--- config.mk ---
export PLATFORM = sky130hd
export DESIGN_NAME = sram_port_arbiter
export DESIGN_NICKNAME = d
export VERILOG_FILES = /design/src/rtl/sram_port_arbiter.sv
export SDC_FILE = /design/constraint.sdc
export NUM_CORES = 1
export LEC_CHECK = 0
export ABC_AREA = 0
export BUFFER_PORTS_ARGS = -buffer_cell sky130_fd_sc_hd__buf_4
export CAP_MARGIN = 5
export CORE_ASPECT_RATIO = 1.2
export CORE_UTILIZATION = 30
export CTS_CLUSTER_SIZE = 16
export DETAILED_ROUTE_END_ITERATION = 8
export PLACE_DENSITY = 0.61
export SLEW_MARGIN = 30
export SYNTH_ARGS = -nofsm -noshare
export SYNTH_HDL_FRONTEND = slang
export SYNTH_SLANG_ARGS = --single-unit
--- constraint.sdc ---
create_clock -name clk -period 1.74 [get_ports clk]
set_input_delay 0.261 -clock clk [delete_from_list [all_inputs] [get_ports clk]]
set_output_delay 0.261 -clock clk [all_outputs]
set_load 0.05 [all_outputs]
--- src/rtl/sram_port_arbiter.sv ---
// Multi-port external SRAM arbiter with fixed-priority or round-robin grant,
// programmable strobe length and per-port write protection. All pin outputs are registered.
module sram_port_arbiter #(
    parameter int unsigned          NUM_PORTS     = 2,
    parameter int unsigned          ADDR_W        = 18,
    parameter int unsigned          DATA_W        = 8,
    parameter int unsigned          WAIT_STATES   = 1,
    parameter int unsigned          ARB_MODE      = 0,
    parameter logic [NUM_PORTS-1:0] WRITE_PROTECT = '0
) (
    input  logic                        clk,
    input  logic                        rst,
    input  logic [NUM_PORTS-1:0]        port_req_i,
    input  logic [NUM_PORTS-1:0]        port_we_i,
    input  logic [NUM_PORTS*ADDR_W-1:0] port_addr_i,
    input  logic [NUM_PORTS*DATA_W-1:0] port_wdata_i,
    output logic [NUM_PORTS-1:0]        port_ack_o,
    output logic [DATA_W-1:0]           port_rdata_o,
    output logic                        busy_o,
    output logic                        sram_csn_o,
    output logic                        sram_oen_o,
    output logic                        sram_wen_o,
    output logic [ADDR_W-1:0]           sram_addr_o,
    output logic [DATA_W-1:0]           sram_dout_o,
    input  logic [DATA_W-1:0]           sram_din_i,
    output logic [DATA_W-1:0]           sram_data_t_o
);

    localparam int unsigned IdxW = (NUM_PORTS > 1) ? $clog2(NUM_PORTS) : 1;

    typedef enum logic [1:0] {StIdle, StAccess, StRecover} state_e;

    state_e                 state_q, state_d;
    logic [3:0]             cnt_q, cnt_d;
    logic [IdxW-1:0]        grant_q, grant_d;
    logic [IdxW-1:0]        last_grant_q, last_grant_d;
    logic                   we_q, we_d;
    logic                   csn_q, csn_d;
    logic                   oen_q, oen_d;
    logic                   wen_q, wen_d;
    logic [DATA_W-1:0]      data_t_q, data_t_d;
    logic [ADDR_W-1:0]      addr_q, addr_d;
    logic [DATA_W-1:0]      dout_q, dout_d;
    logic [NUM_PORTS-1:0]   ack_q, ack_d;
    logic [DATA_W-1:0]      rdata_q, rdata_d;
    logic [IdxW-1:0]        win;

    always_comb begin
        logic        found;
        int unsigned cand;
        win   = '0;
        found = 1'b0;
        cand  = 0;
        if (ARB_MODE == 0) begin
            // Walk downwards so the lowest asserted index is the last one written.
            for (int i = NUM_PORTS - 1; i >= 0; i--) begin
                if (port_req_i[IdxW'(i)]) begin
                    win = IdxW'(i);
                end
            end
        end else begin
            for (int unsigned off = 1; off <= NUM_PORTS; off++) begin
                cand = (32'(last_grant_q) + off) % NUM_PORTS;
                if (!found && port_req_i[IdxW'(cand)]) begin
                    win   = IdxW'(cand);
                    found = 1'b1;
                end
            end
        end
    end

    always_comb begin
        state_d      = state_q;
        cnt_d        = cnt_q;
        grant_d      = grant_q;
        last_grant_d = last_grant_q;
        we_d         = we_q;
        csn_d        = csn_q;
        oen_d        = oen_q;
        wen_d        = wen_q;
        data_t_d     = data_t_q;
        addr_d       = addr_q;
        dout_d       = dout_q;
        ack_d        = ack_q;
        rdata_d      = rdata_q;
        unique case (state_q)
            StIdle: begin
                if (|port_req_i) begin
                    grant_d      = win;
                    last_grant_d = win;
                    we_d         = port_we_i[win];
                    addr_d       = port_addr_i[win*ADDR_W +: ADDR_W];
                    cnt_d        = 4'(WAIT_STATES);
                    state_d      = StAccess;
                    if (!port_we_i[win]) begin
                        csn_d = 1'b0;
                        oen_d = 1'b0;
                    end else if (!WRITE_PROTECT[win]) begin
                        csn_d    = 1'b0;
                        wen_d    = 1'b0;
                        data_t_d = '0;
                        dout_d   = port_wdata_i[win*DATA_W +: DATA_W];
                    end
                end
            end
            StAccess: begin
                if (cnt_q != 4'd0) begin
                    cnt_d = cnt_q - 4'd1;
                end else begin
                    if (!we_q) begin
                        rdata_d = sram_din_i;
                    end
                    csn_d   = 1'b1;
                    oen_d   = 1'b1;
                    wen_d   = 1'b1;
                    ack_d   = NUM_PORTS'(1) << grant_q;
                    state_d = StRecover;
                end
            end
            StRecover: begin
                // Write data stays driven one cycle past wen for hold time.
                ack_d    = '0;
                data_t_d = '1;
                state_d  = StIdle;
            end
            default: state_d = StIdle;
        endcase
    end

    always_ff @(posedge clk or posedge rst) begin
        if (rst) begin
            state_q      <= StIdle;
            cnt_q        <= '0;
            grant_q      <= '0;
            last_grant_q <= IdxW'(NUM_PORTS - 1);
            we_q         <= 1'b0;
            csn_q        <= 1'b1;
            oen_q        <= 1'b1;
            wen_q        <= 1'b1;
            data_t_q     <= '1;
            addr_q       <= '0;
            dout_q       <= '0;
            ack_q        <= '0;
            rdata_q      <= '0;
        end else begin
            state_q      <= state_d;
            cnt_q        <= cnt_d;
            grant_q      <= grant_d;
            last_grant_q <= last_grant_d;
            we_q         <= we_d;
            csn_q        <= csn_d;
            oen_q        <= oen_d;
            wen_q        <= wen_d;
            data_t_q     <= data_t_d;
            addr_q       <= addr_d;
            dout_q       <= dout_d;
            ack_q        <= ack_d;
            rdata_q      <= rdata_d;
        end
    end

    assign port_ack_o    = ack_q;
    assign port_rdata_o  = rdata_q;
    assign busy_o        = (state_q != StIdle);
    assign sram_csn_o    = csn_q;
    assign sram_oen_o    = oen_q;
    assign sram_wen_o    = wen_q;
    assign sram_addr_o   = addr_q;
    assign sram_dout_o   = dout_q;
    assign sram_data_t_o = data_t_q;

endmodule

==> results of run 1 <==
==> what timing repair did <==
item | in CTS | in global routing
hold buffers | 1 | 0
setup buffers | 0 | 0
endpoints found under the setup margin | 0 | 0
endpoints found under the hold margin | 16 | 0
==> path summary, 6_finish.rpt <==
kind | start | to | slack (ns) | cells after the start
max | state_q[1] | busy_o | 0.22 | 3
max in group asynchronous | rst | sram_wen_o | 0.63 | 4
max reg2reg | state_q[0] | port_rdata_o[1] | 0.23 | 3
min in group asynchronous | rst | sram_addr_o[5] | 0.53 | 3
min reg2reg | port_ack_o[0] | port_ack_o[0] | 0.48 | 1
min | port_wdata_i[2] | sram_dout_o[2] | 0.19 | 2
==> registers in the layout, summed over array words and instances, names as in the netlist <==
name	cells
sram_csn_o	1
cnt_q	4
state_q	2
sram_wen_o	1
port_rdata_o	8
sram_addr_o	18
we_q	1
sram_dout_o	8
sram_oen_o	1
sram_data_t_o	1
port_ack_o	1
==> metrics by stage <==
stage / hold WS [ns] / util (%) / cells / setup WS (ns)
detailed placement: 0.290 / 43.1 / 298 / 0.234
global route: 0.169 / 45.2 / 307 / 0.111
global placement: 0.291 / 43.1 / 298 / 0.237
CTS: 0.177 / 45.2 / 307 / 0.207
finish: 0.192 / 45.2 / 307 / 0.221
floorplan: 0.400 / - / 137 / 0.205
==> metal layers <==
metal	vias to the layer above	global-route usage, %	wire length [um]
met2	52	20.5	2000
li1	642	-	-
met5	-	0	0
met3	5	3.91	242
met1	660	14.5	1590
met4	0	5.56	70
==> critical path: stages (launching register included) <==
cell and delay, ns:
sky130_fd_sc_hd__dfrtp_1 0.67, sky130_fd_sc_hd__nor2_4 0.05, sky130_fd_sc_hd__inv_1 0.06, sky130_fd_sc_hd__buf_4 0.19
==> logic make-up (layout without fill, tap and decap cells) <==
kind of cell / count (synthesis) / count (layout) / synth area share [%]
other: 1 / 1 / 0.192
muxes: 34 / 34 / 19.6
and+or+nand+nor: 21 / 21 / 8.38
DFF: 46 / 46 / 59.1
AOI/OAI and AO/OA: 15 / 15 / 5.44
buffers and inverters: 18 / 106 / 6.01
adders and majority gates: 2 / 2 / 1.28
==> area by class of cell <==
type                       instances  area, sq um
timing repair buffer              92          706
clock inverter                     1         30.0
multi-input combinational         73          682
fill                             584         3380
clock buffer                       7         86.3
sequential                        46         1160
inverter                           6         22.5
tap                               82          103
==> cell usage in the layout, fill, tap and decap left out, types with 2 or more instances in the layout <==
| master | n |
|---|---|
| sky130_fd_sc_hd__dfstp_2 | 4 |
| sky130_fd_sc_hd__nand3_1 | 3 |
| sky130_fd_sc_hd__dfrtp_1 | 42 |
| sky130_fd_sc_hd__mux2_2 | 34 |
| sky130_fd_sc_hd__buf_4 | 90 |
| sky130_fd_sc_hd__inv_1 | 5 |
| sky130_fd_sc_hd__o21ai_0 | 4 |
| sky130_fd_sc_hd__nand2_1 | 2 |
| sky130_fd_sc_hd__o31ai_1 | 2 |
| sky130_fd_sc_hd__nand2b_1 | 2 |
| sky130_fd_sc_hd__clkbuf_8 | 6 |
| sky130_fd_sc_hd__nor2_1 | 2 |
| sky130_fd_sc_hd__a211oi_1 | 2 |
| sky130_fd_sc_hd__a21o_1 | 2 |
| sky130_fd_sc_hd__ha_1 | 2 |
==> results.rst, run 1 <==
.. list-table::
   :header-rows: 1

   * - Metric
     - Value
   * - Outcome
     - complete, no violations
   * - Clock input transition at the sequential cells of the worst setup and hold paths
     - 0.09 ns
   * - Vias in the first global route
     - 1350
   * - Number of nets in the synthesized netlist
     - 205
   * - Classification of the worst setup path
     - reg -> out
   * - Setup repair after global routing missed its margin
     - false
   * - Vias per inst
     - 4.43
   * - Root buffer cell
     - sky130_fd_sc_hd__clkbuf_8
   * - Vertical die dimension
     - 90.4 um
   * - GRT Overall Usage
     - 12.5%
   * - Data required, critical path
     - 1.48 ns
   * - Avg Inst Size Synth
     - 14.3 sq um
   * - Max Buffers Root-to-Sink
     - 2
   * - Type of the tightest min-delay check
     - in -> reg
   * - Quantity of I/O buffers inserted on ports
     - 85
   * - Data arrival time of the worst path
     - 1.26 ns
   * - Number of synthesis warnings
     - 0
   * - Number of setup violations in the final report
     - 0
   * - Relative slew slack
     - 65.8%
   * - Cell type with the highest aggregate area in the netlist
     - sky130_fd_sc_hd__dfrtp_1
   * - Leading cell type by number of instances after synthesis
     - sky130_fd_sc_hd__dfrtp_1
   * - Placed wire-length estimate
     - 2860 um
   * - Post-synth top flop
     - sky130_fd_sc_hd__dfrtp_1
   * - Category of the worst setup path capture point
     - output pin
   * - Overall die area
     - 0.00685 sq mm
   * - Clk sinks
     - 46
   * - Layout cells sized above 1
     - 64.0%
   * - Number of DRC violations after detailed-routing iteration 0
     - 28
   * - Part of the cycle the worst path needs
     - 87.3%
   * - Antenna violations before repair
     - 0
   * - Routed WL
     - 3910 um
   * - Least-Margin Pin Slew
     - 0.513 ns
   * - Non-Filler Cell Area, Final
     - 0.00279 sq mm
   * - Cell Area, Synth
     - 0.00196 sq mm
   * - Remaining Overflow, GRT
     - 0
   * - Horiz. Die Dim
     - 75.7 um
   * - Number of optimization iterations in the first detailed-route pass
     - 4
   * - Wire length of the first global-routing pass
     - 6320 um
   * - Net total in the final layout
     - 292
   * - Synth area leaders
     - sky130_fd_sc_hd__dfrtp_1 (54%), sky130_fd_sc_hd__mux2_2 (20%), sky130_fd_sc_hd__dfstp_2 (5.4%)
   * - Placer Congestion
     - 0.724
   * - Maximum clock frequency
     - 658 MHz
   * - Proportion of register bits with asynchronous set or reset after synthesis
     - 100%
   * - Total number of H-tree levels
     - 2
   * - Layout overhead on the synthesized area
     - 42.4%
   * - Setup Skew
     - 0.00950 ns
   * - Most frequent cells after synthesis
     - sky130_fd_sc_hd__dfrtp_1 (42), sky130_fd_sc_hd__mux2_2 (34), sky130_fd_sc_hd__buf_4 (9), sky130_fd_sc_hd__inv_1 (6)
   * - Number of violations of the max-capacitance limit
     - 0
   * - Critical path fanouts, max
     - 11
   * - Largest net degree at the start of global routing
     - 20
   * - DRC viols
     - 0
   * - TritonCTS clock tree
     - done
   * - Sum of negative setup slack
     - 0 ns
   * - Floorplan core area
     - 0.00617 sq mm
   * - Post-layout min period
     - 1.52 ns
   * - Startpoint types
     - flop
   * - Vias post-DR
     - 1359
   * - Top-level port count
     - 114
   * - Share of Yosys cell area claimed by the top area cell type
     - 53.7%
   * - Hold violation count in the final report
     - 0
   * - Sequential fraction of the synthesis area
     - 59.1%
   * - Synthesized flop and latch total
     - 46
   * - Number of synthesized flops with an enable pin
     - 0
   * - Worst-skew pair later-pin latency
     - 0.29 ns
   * - Final slew viol count
     - 0
   * - Clock buffers created by TritonCTS
     - 5
   * - Library cells used by synthesis
     - 34
   * - Placement Rows
     - 31
   * - Avg WL per Cell
     - 12.7 um
   * - Effective utilization at floorplan
     - 31.7%
   * - Area after detailed placement
     - 0.00266 sq mm
   * - Synthesized netlist cell count
     - 137
   * - Post-route antenna net violation count
     - 0
   * - ANT cells
     - 0
   * - Quantity of gates resized following cts
     - 0
Power of run 1 is left out: the tool's default activity adds up to more than one toggle a clock period on the data nets, which glitch-free logic cannot reach.
==> inputs of run 2 (changes only) <==
--- a/config.mk
+++ b/config.mk
@@ -12,7 +12,6 @@
 export CORE_UTILIZATION = 30
 export CTS_CLUSTER_SIZE = 16
 export DETAILED_ROUTE_END_ITERATION = 8
-export PLACE_DENSITY = 0.61
 export SLEW_MARGIN = 30
 export SYNTH_ARGS = -nofsm -noshare
 export SYNTH_HDL_FRONTEND = slang
==> run 2 against run 1 <==
Net effect:
- final cell count shrank 0.33%
- global-route usage shrank 0.094 points
- hold slack got worse by 0.0040 ns
- wire length increased by 2.4%
- critical path depth unchanged
- register-to-register slack got worse by 0.03 ns
- count of clock-buffer cells in the layout shrank 2
- first-iteration DRC count rose to 2.5 times the previous value
- die area unchanged
- sequential cell count unchanged
- sequential share of layout area is essentially flat
- utilization about the same
==> results.rst, run 2 (same netlist as run 1, synthesis figures left out) <==
.. list-table::
   :header-rows: 1

   * - Metric
     - Value
   * - Clk sinks
     - 46 (unchanged)
   * - Number of flip-flops under the largest register name
     - 18 (unchanged)
   * - Commonest cells after routing, fill and taps aside
     - sky130_fd_sc_hd__buf_4 (88), sky130_fd_sc_hd__dfrtp_1 (42), sky130_fd_sc_hd__mux2_2 (34)
   * - CP Cell Sequence
     - nor2_4, inv_1, buf_4
   * - TritonCTS clock tree
     - done
   * - Multi-input combinational cell area
     - 682 sq um (unchanged)
   * - Worst-skew pair later-pin latency
     - 0.30 ns (about the same)
   * - Post-route antenna net violation count
     - 0 (unchanged)
   * - Number of setup violations in the final report
     - 0 (unchanged)
   * - Setup repair after global routing missed its margin
     - false
   * - Non-Filler Cell Area, Final
     - 0.00279 sq mm (about the same)
   * - Antenna violations before repair
     - 0 (unchanged)
   * - Setup Skew
     - 0.00418 ns (-0.00532 ns)
   * - Most common cell after layout, fill and taps aside
     - sky130_fd_sc_hd__buf_4
   * - Remaining Overflow, GRT
     - 0 (unchanged)
   * - Layout overhead on the synthesized area
     - 42.5% (about the same)
   * - Number of optimization iterations in the first detailed-route pass
     - 3 (-1)
   * - Maximum cell stage delay along the critical path
     - 0.56 ns (-0.11 ns)
   * - Wire length of the first global-routing pass
     - 6370 um (+0.76%)
   * - Final standard cell count with taps included and fillers excluded
     - 306 (-0.33%)
   * - Avg WL per Cell
     - 13.1 um (+2.7%)
   * - Root buffer cell
     - sky130_fd_sc_hd__clkbuf_8
   * - Relative slew slack
     - 66.0% (+0.24 points)
   * - Net total in the final layout
     - 291 (-0.34%)
   * - Critical path fanouts, max
     - 12 (+1)
   * - Placed wire-length estimate
     - 2860 um (about the same)
   * - Largest net degree at the start of global routing
     - 47 (+140%)
   * - Outcome
     - complete, no violations
   * - Top-level port count
     - 114 (unchanged)
   * - Post-route setup slack
     - 0.195 ns (-0.0263 ns)
   * - Clock input transition at the sequential cells of the worst setup and hold paths
     - 0.09 ns (about the same)
   * - Vertical die dimension
     - 90.4 um (unchanged)
   * - Category of the worst setup path capture point
     - output pin
   * - GRT Overall Usage
     - 12.4% (-0.094 points)
   * - Part of the cycle the worst path needs
     - 88.8% (+1.5 points)
   * - Layout cells sized above 1
     - 64.3% (+0.29 points)
   * - Final slew viol count
     - 0 (unchanged)
   * - Max Buffers Root-to-Sink
     - 2 (unchanged)
   * - Routed WL
     - 4000 um (+2.4%)
   * - Number of DRC violations after detailed-routing iteration 0
     - 70 (+150%)
   * - Fillers
     - 589 (+0.86%)
   * - Vias post-DR
     - 1384 (+1.8%)
   * - Number of violations of the max-capacitance limit
     - 0 (unchanged)
   * - Setup slack at placement
     - 0.214 ns (-0.0202 ns)
   * - Post-layout min period
     - 1.55 ns (+0.0263 ns)
   * - Vias per inst
     - 4.52 (+2.2%)
   * - Number of buffers inserted to repair setup after CTS
     - 0 (unchanged)
   * - Clock buffers created by TritonCTS
     - 5 (unchanged)
   * - Count of hold buffers inserted by post-cts repair
     - 1 (unchanged)
   * - Horiz. Die Dim
     - 75.7 um (unchanged)
   * - Startpoint types
     - flop
   * - DRC viols
     - 0 (unchanged)
   * - DP Cell Count
     - 297 (-0.34%)
   * - Least-Margin Pin Slew
     - 0.510 ns (-0.00354 ns)
   * - Floorplan core area
     - 0.00617 sq mm (unchanged)
   * - Effective utilization at floorplan
     - 31.7% (unchanged)
   * - Maximum clock frequency
     - 647 MHz (-1.7%)
   * - ANT cells
     - 0 (unchanged)
   * - Worst path slowest cell
     - sky130_fd_sc_hd__dfrtp_1
   * - Quantity of I/O buffers inserted on ports
     - 85 (unchanged)
   * - Data arrival time of the worst path
     - 1.28 ns (+0.02 ns)
   * - Hold violation count in the final report
     - 0 (unchanged)
   * - Quantity of gates resized following cts
     - 0 (unchanged)
   * - Placement Rows
     - 31 (unchanged)
   * - Area after detailed placement
     - 0.00266 sq mm (+0.19%)
   * - Type of the tightest min-delay check
     - in -> reg
   * - Placer Congestion
     - 0.746 (+2.9%)
   * - FF+latch area
     - 0.00116 sq mm (unchanged)
   * - Vias in the first global route
     - 1334 (-1.2%)
   * - Classification of the worst setup path
     - reg -> out
   * - Sum of negative setup slack
     - 0 ns (unchanged)
   * - Total number of H-tree levels
     - 2 (unchanged)
   * - Overall die area
     - 0.00685 sq mm (unchanged)
   * - Data required, critical path
     - 1.48 ns (about the same)
-- run 2: cell count changes in the layout (fill, tap and decap cells not counted) --
cell / change
sky130_fd_sc_hd__clkbuf_1: -1
sky130_fd_sc_hd__clkinvlp_4: +2
sky130_fd_sc_hd__buf_4: -2
sky130_fd_sc_hd__clkbuf_8: -1
sky130_fd_sc_hd__buf_12: +1
-- run 2: final cells by class --
cell class                      count  area share (%)
Multi-Input combinational cell     73            24.5
Sequential cell                    46            41.5
Clock inverter                      3            1.62
Clock buffer                        5            2.47
Timing Repair Buffer               91            25.5
Inverter                            6           0.808
Tap cell                           82            3.68
-- run 2: final timing paths --
path / start / endpoint / slack, ns / depth (start not counted)
setup / recovery: state_q[0] / busy_o / 0.19 / 3
hold reg to reg: port_ack_o[0] / port_ack_o[0] / 0.49 / 1
hold / removal: port_addr_i[4] / sram_addr_o[4] / 0.19 / 2
min in group asynchronous: rst / sram_addr_o[13] / 0.56 / 4
setup reg to reg: state_q[0] / port_rdata_o[1] / 0.20 / 3
max in group asynchronous: rst / sram_wen_o / 0.91 / 4
-- run 2: through the flow --
step	hold slack, ns	utilization (%)
2_1_floorplan	0.400	-
3_3_place_gp	0.328	43.2
3_5_place_dp	0.330	43.2
4_1_cts	0.177	45.2
5_1_grt	0.173	45.2
6_report	0.189	45.2
-- run 2: per-layer routing --
layer | global-route usage [%] | up-vias | wire length, um
li1 | - | 643 | -
met1 | 14.5 | 691 | 1600
met4 | 5.09 | 0 | 73
met2 | 21.0 | 44 | 2120
met3 | 3.24 | 6 | 206
met5 | 0 | - | 0
-- run 2: worst max-delay path: cells and delay by family (launching register included) --
family,cells,cell delay [ns]
buffers and inverters,2,0.23
DFF,1,0.56
and+or+nand+nor,1,0.19
Power of run 2 is left out for the same reason.
==> inputs of run 3 (changes only) <==
--- a/config.mk
+++ b/config.mk
@@ -9,6 +9,7 @@
 export BUFFER_PORTS_ARGS = -buffer_cell sky130_fd_sc_hd__buf_4
 export CAP_MARGIN = 5
 export CORE_ASPECT_RATIO = 1.2
+export CORE_MARGIN = 5
 export CORE_UTILIZATION = 30
 export CTS_CLUSTER_SIZE = 16
 export DETAILED_ROUTE_END_ITERATION = 8
==> run 3 against run 2 <==
Net effect:
- clock skew increased by 0.0022 ns
- wire length increased by 2.9%
- critical path type unchanged
- die area increased by 20%
- sequential cell count unchanged
- critical path depth unchanged
- highest routed layer unchanged
- largest cell class unchanged
==> results.rst, run 3 (same netlist as run 1, synthesis figures left out) <==
.. list-table::
   :header-rows: 1

   * - Metric
     - Value
   * - Top-level port count
     - 114 (unchanged)
   * - Avg WL per Cell
     - 13.3 um (+1.9%)
   * - Reg2reg start
     - state_q[0]
   * - Startpoint types
     - flop
   * - Max Buffers Root-to-Sink
     - 2 (unchanged)
   * - End-of-flow core utilization
     - 43.9% (-1.3 points)
   * - FF+latch area
     - 0.00116 sq mm (unchanged)
   * - Data arrival time of the worst path
     - 1.28 ns (about the same)
   * - Root buffer cell
     - sky130_fd_sc_hd__clkbuf_8
   * - Worst path slowest cell
     - sky130_fd_sc_hd__dfrtp_1
   * - Remaining Overflow, GRT
     - 0 (unchanged)
   * - Final standard cell count with taps included and fillers excluded
     - 309 (+0.98%)
   * - Total number of H-tree levels
     - 2 (unchanged)
   * - TritonCTS clock tree
     - done
   * - R2R depth
     - 3 (unchanged)
   * - Post-route antenna net violation count
     - 0 (unchanged)
   * - Setup slack at placement
     - 0.230 ns (+0.0160 ns)
   * - Final slew viol count
     - 0 (unchanged)
   * - DP Cell Count
     - 300 (+1.0%)
   * - Effective utilization at floorplan
     - 30.5% (-1.2 points)
   * - Reg-to-reg slack, setup
     - 0.22 ns (+0.02 ns)
   * - Number of DRC violations after detailed-routing iteration 0
     - 22 (-69%)
   * - Placement Rows
     - 32 (+3.2%)
   * - Worst setup path start
     - state_q[1]
   * - Horiz. Die Dim
     - 83.7 um (+11%)
   * - Maximum clock frequency
     - 649 MHz (+0.24%)
   * - Clock buffers created by TritonCTS
     - 5 (unchanged)
   * - Routed WL
     - 4120 um (+2.9%)
   * - Vias post-DR
     - 1340 (-3.2%)
   * - DRC viols
     - 0 (unchanged)
   * - Relative slew slack
     - 65.8% (-0.28 points)
   * - Sum of negative setup slack
     - 0 ns (unchanged)
   * - Least-Margin Pin Slew
     - 0.514 ns (+0.00422 ns)
   * - Number of flip-flops under the largest register name
     - 18 (unchanged)
   * - ANT cells
     - 0 (unchanged)
   * - Category of the worst setup path capture point
     - output pin
   * - Commonest cells after routing, fill and taps aside
     - sky130_fd_sc_hd__buf_4 (88), sky130_fd_sc_hd__dfrtp_1 (42), sky130_fd_sc_hd__mux2_2 (34)
   * - Wire length of the first global-routing pass
     - 7160 um (+12%)
   * - Outcome
     - complete, no violations
   * - Most common cell after layout, fill and taps aside
     - sky130_fd_sc_hd__buf_4
   * - Layout cells sized above 1
     - 64.3% (unchanged)
   * - Critical path fanouts, max
     - 11 (-1)
   * - Data required, critical path
     - 1.48 ns (about the same)
   * - Post-layout min period
     - 1.54 ns (-0.00371 ns)
   * - Type of the tightest min-delay check
     - in -> reg
   * - Vias in the first global route
     - 1431 (+7.3%)
   * - CP Cell Sequence
     - nor2_4, inv_1, buf_4
   * - Floorplan core area
     - 0.00641 sq mm (+3.9%)
   * - Maximum cell stage delay along the critical path
     - 0.67 ns (+0.11 ns)
   * - Antenna violations before repair
     - 0 (unchanged)
   * - Vertical die dimension
     - 98.4 um (+8.8%)
   * - Hold violation count in the final report
     - 0 (unchanged)
   * - Net total in the final layout
     - 291 (unchanged)
   * - End point of the critical path
     - busy_o
   * - Clock input transition at the sequential cells of the worst setup and hold paths
     - 0.09 ns (about the same)
   * - Worst-skew pair later-pin latency
     - 0.30 ns (about the same)
   * - Layout overhead on the synthesized area
     - 44.0%
   * - Classification of the worst setup path
     - reg -> out
   * - Clk sinks
     - 46 (unchanged)
   * - Number of violations of the max-capacitance limit
     - 0 (unchanged)
   * - Largest net degree at the start of global routing
     - 47 (unchanged)
   * - Quantity of I/O buffers inserted on ports
     - 85 (unchanged)
   * - Number of setup violations in the final report
     - 0 (unchanged)
   * - Setup Skew
     - 0.00642 ns (+0.00224 ns)
   * - Overall die area
     - 0.00824 sq mm (+20%)
   * - Post-route setup slack
     - 0.199 ns (+0.00370 ns)
   * - Vias per inst
     - 4.34 (-4.1%)
   * - Fillers
     - 648 (+10%)
   * - GRT Overall Usage
     - 10.6% (-1.8 points)
   * - Multi-input combinational cell area
     - 682 sq um (unchanged)
   * - Placer Congestion
     - 0.766 (+2.7%)
   * - Setup repair after global routing missed its margin
     - false
   * - Placed wire-length estimate
     - 3010 um (+5.2%)
   * - R2R Path End
     - port_rdata_o[4]
   * - Part of the cycle the worst path needs
     - 88.6% (-0.21 points)
   * - Quantity of gates resized following cts
     - 0 (unchanged)
   * - Number of optimization iterations in the first detailed-route pass
     - 2 (-1)
run 3: metal layers:
metal | track usage [%] | part of all wire, %
met5 | 0 | 0
met4 | 3.71 | 0.83
met3 | 4.10 | 8.0
met2 | 17.2 | 50
met1 | 13.0 | 41
run 3: stage by stage:
| stage | hold WS (ns) | instance area [sq um] |
|---|---|---|
| 2_1_floorplan | 0.400 | 1960 |
| 3_3_place_gp | 0.331 | 2670 |
| 3_5_place_dp | 0.327 | 2670 |
| 4_1_cts | 0.175 | 2820 |
| 5_1_grt | 0.165 | 2820 |
| 6_report | 0.189 | 2820 |
run 3: cell type report:
class | instances | area share [%]
clock buffer | 5 | 2.44
sequential | 46 | 41.1
inverter | 6 | 0.800
timing repair buffer | 91 | 25.2
multi-input combinational | 73 | 24.2
tap | 85 | 3.78
clock inverter | 3 | 2.44
run 3: worst min-delay path by stage:
stage | from | end | depth (start not counted)
2_1_floorplan | port_we_i[0] | sram_oen_o | 2
3_3_place_gp | rst | port_rdata_o[4] | 3
3_5_place_dp | rst | sram_dout_o[6] | 3
4_1_cts | port_addr_i[3] | sram_addr_o[3] | 2
5_1_grt | port_wdata_i[3] | sram_dout_o[3] | 2
6_report | port_wdata_i[7] | sram_dout_o[7] | 2
run 3: worst max-delay path: cells and delay by family, from the launching register on:
kind          cells  cell delay, ns
flops             1            0.67
buf+inv           2            0.25
simple gates      1            0.06
run 3: what timing repair did:
action	CTS	global route
hold buffers	1	0
buffers inserted	0	0
endpoints found under the hold margin	42	0
Power of run 3 is left out for the same reason.
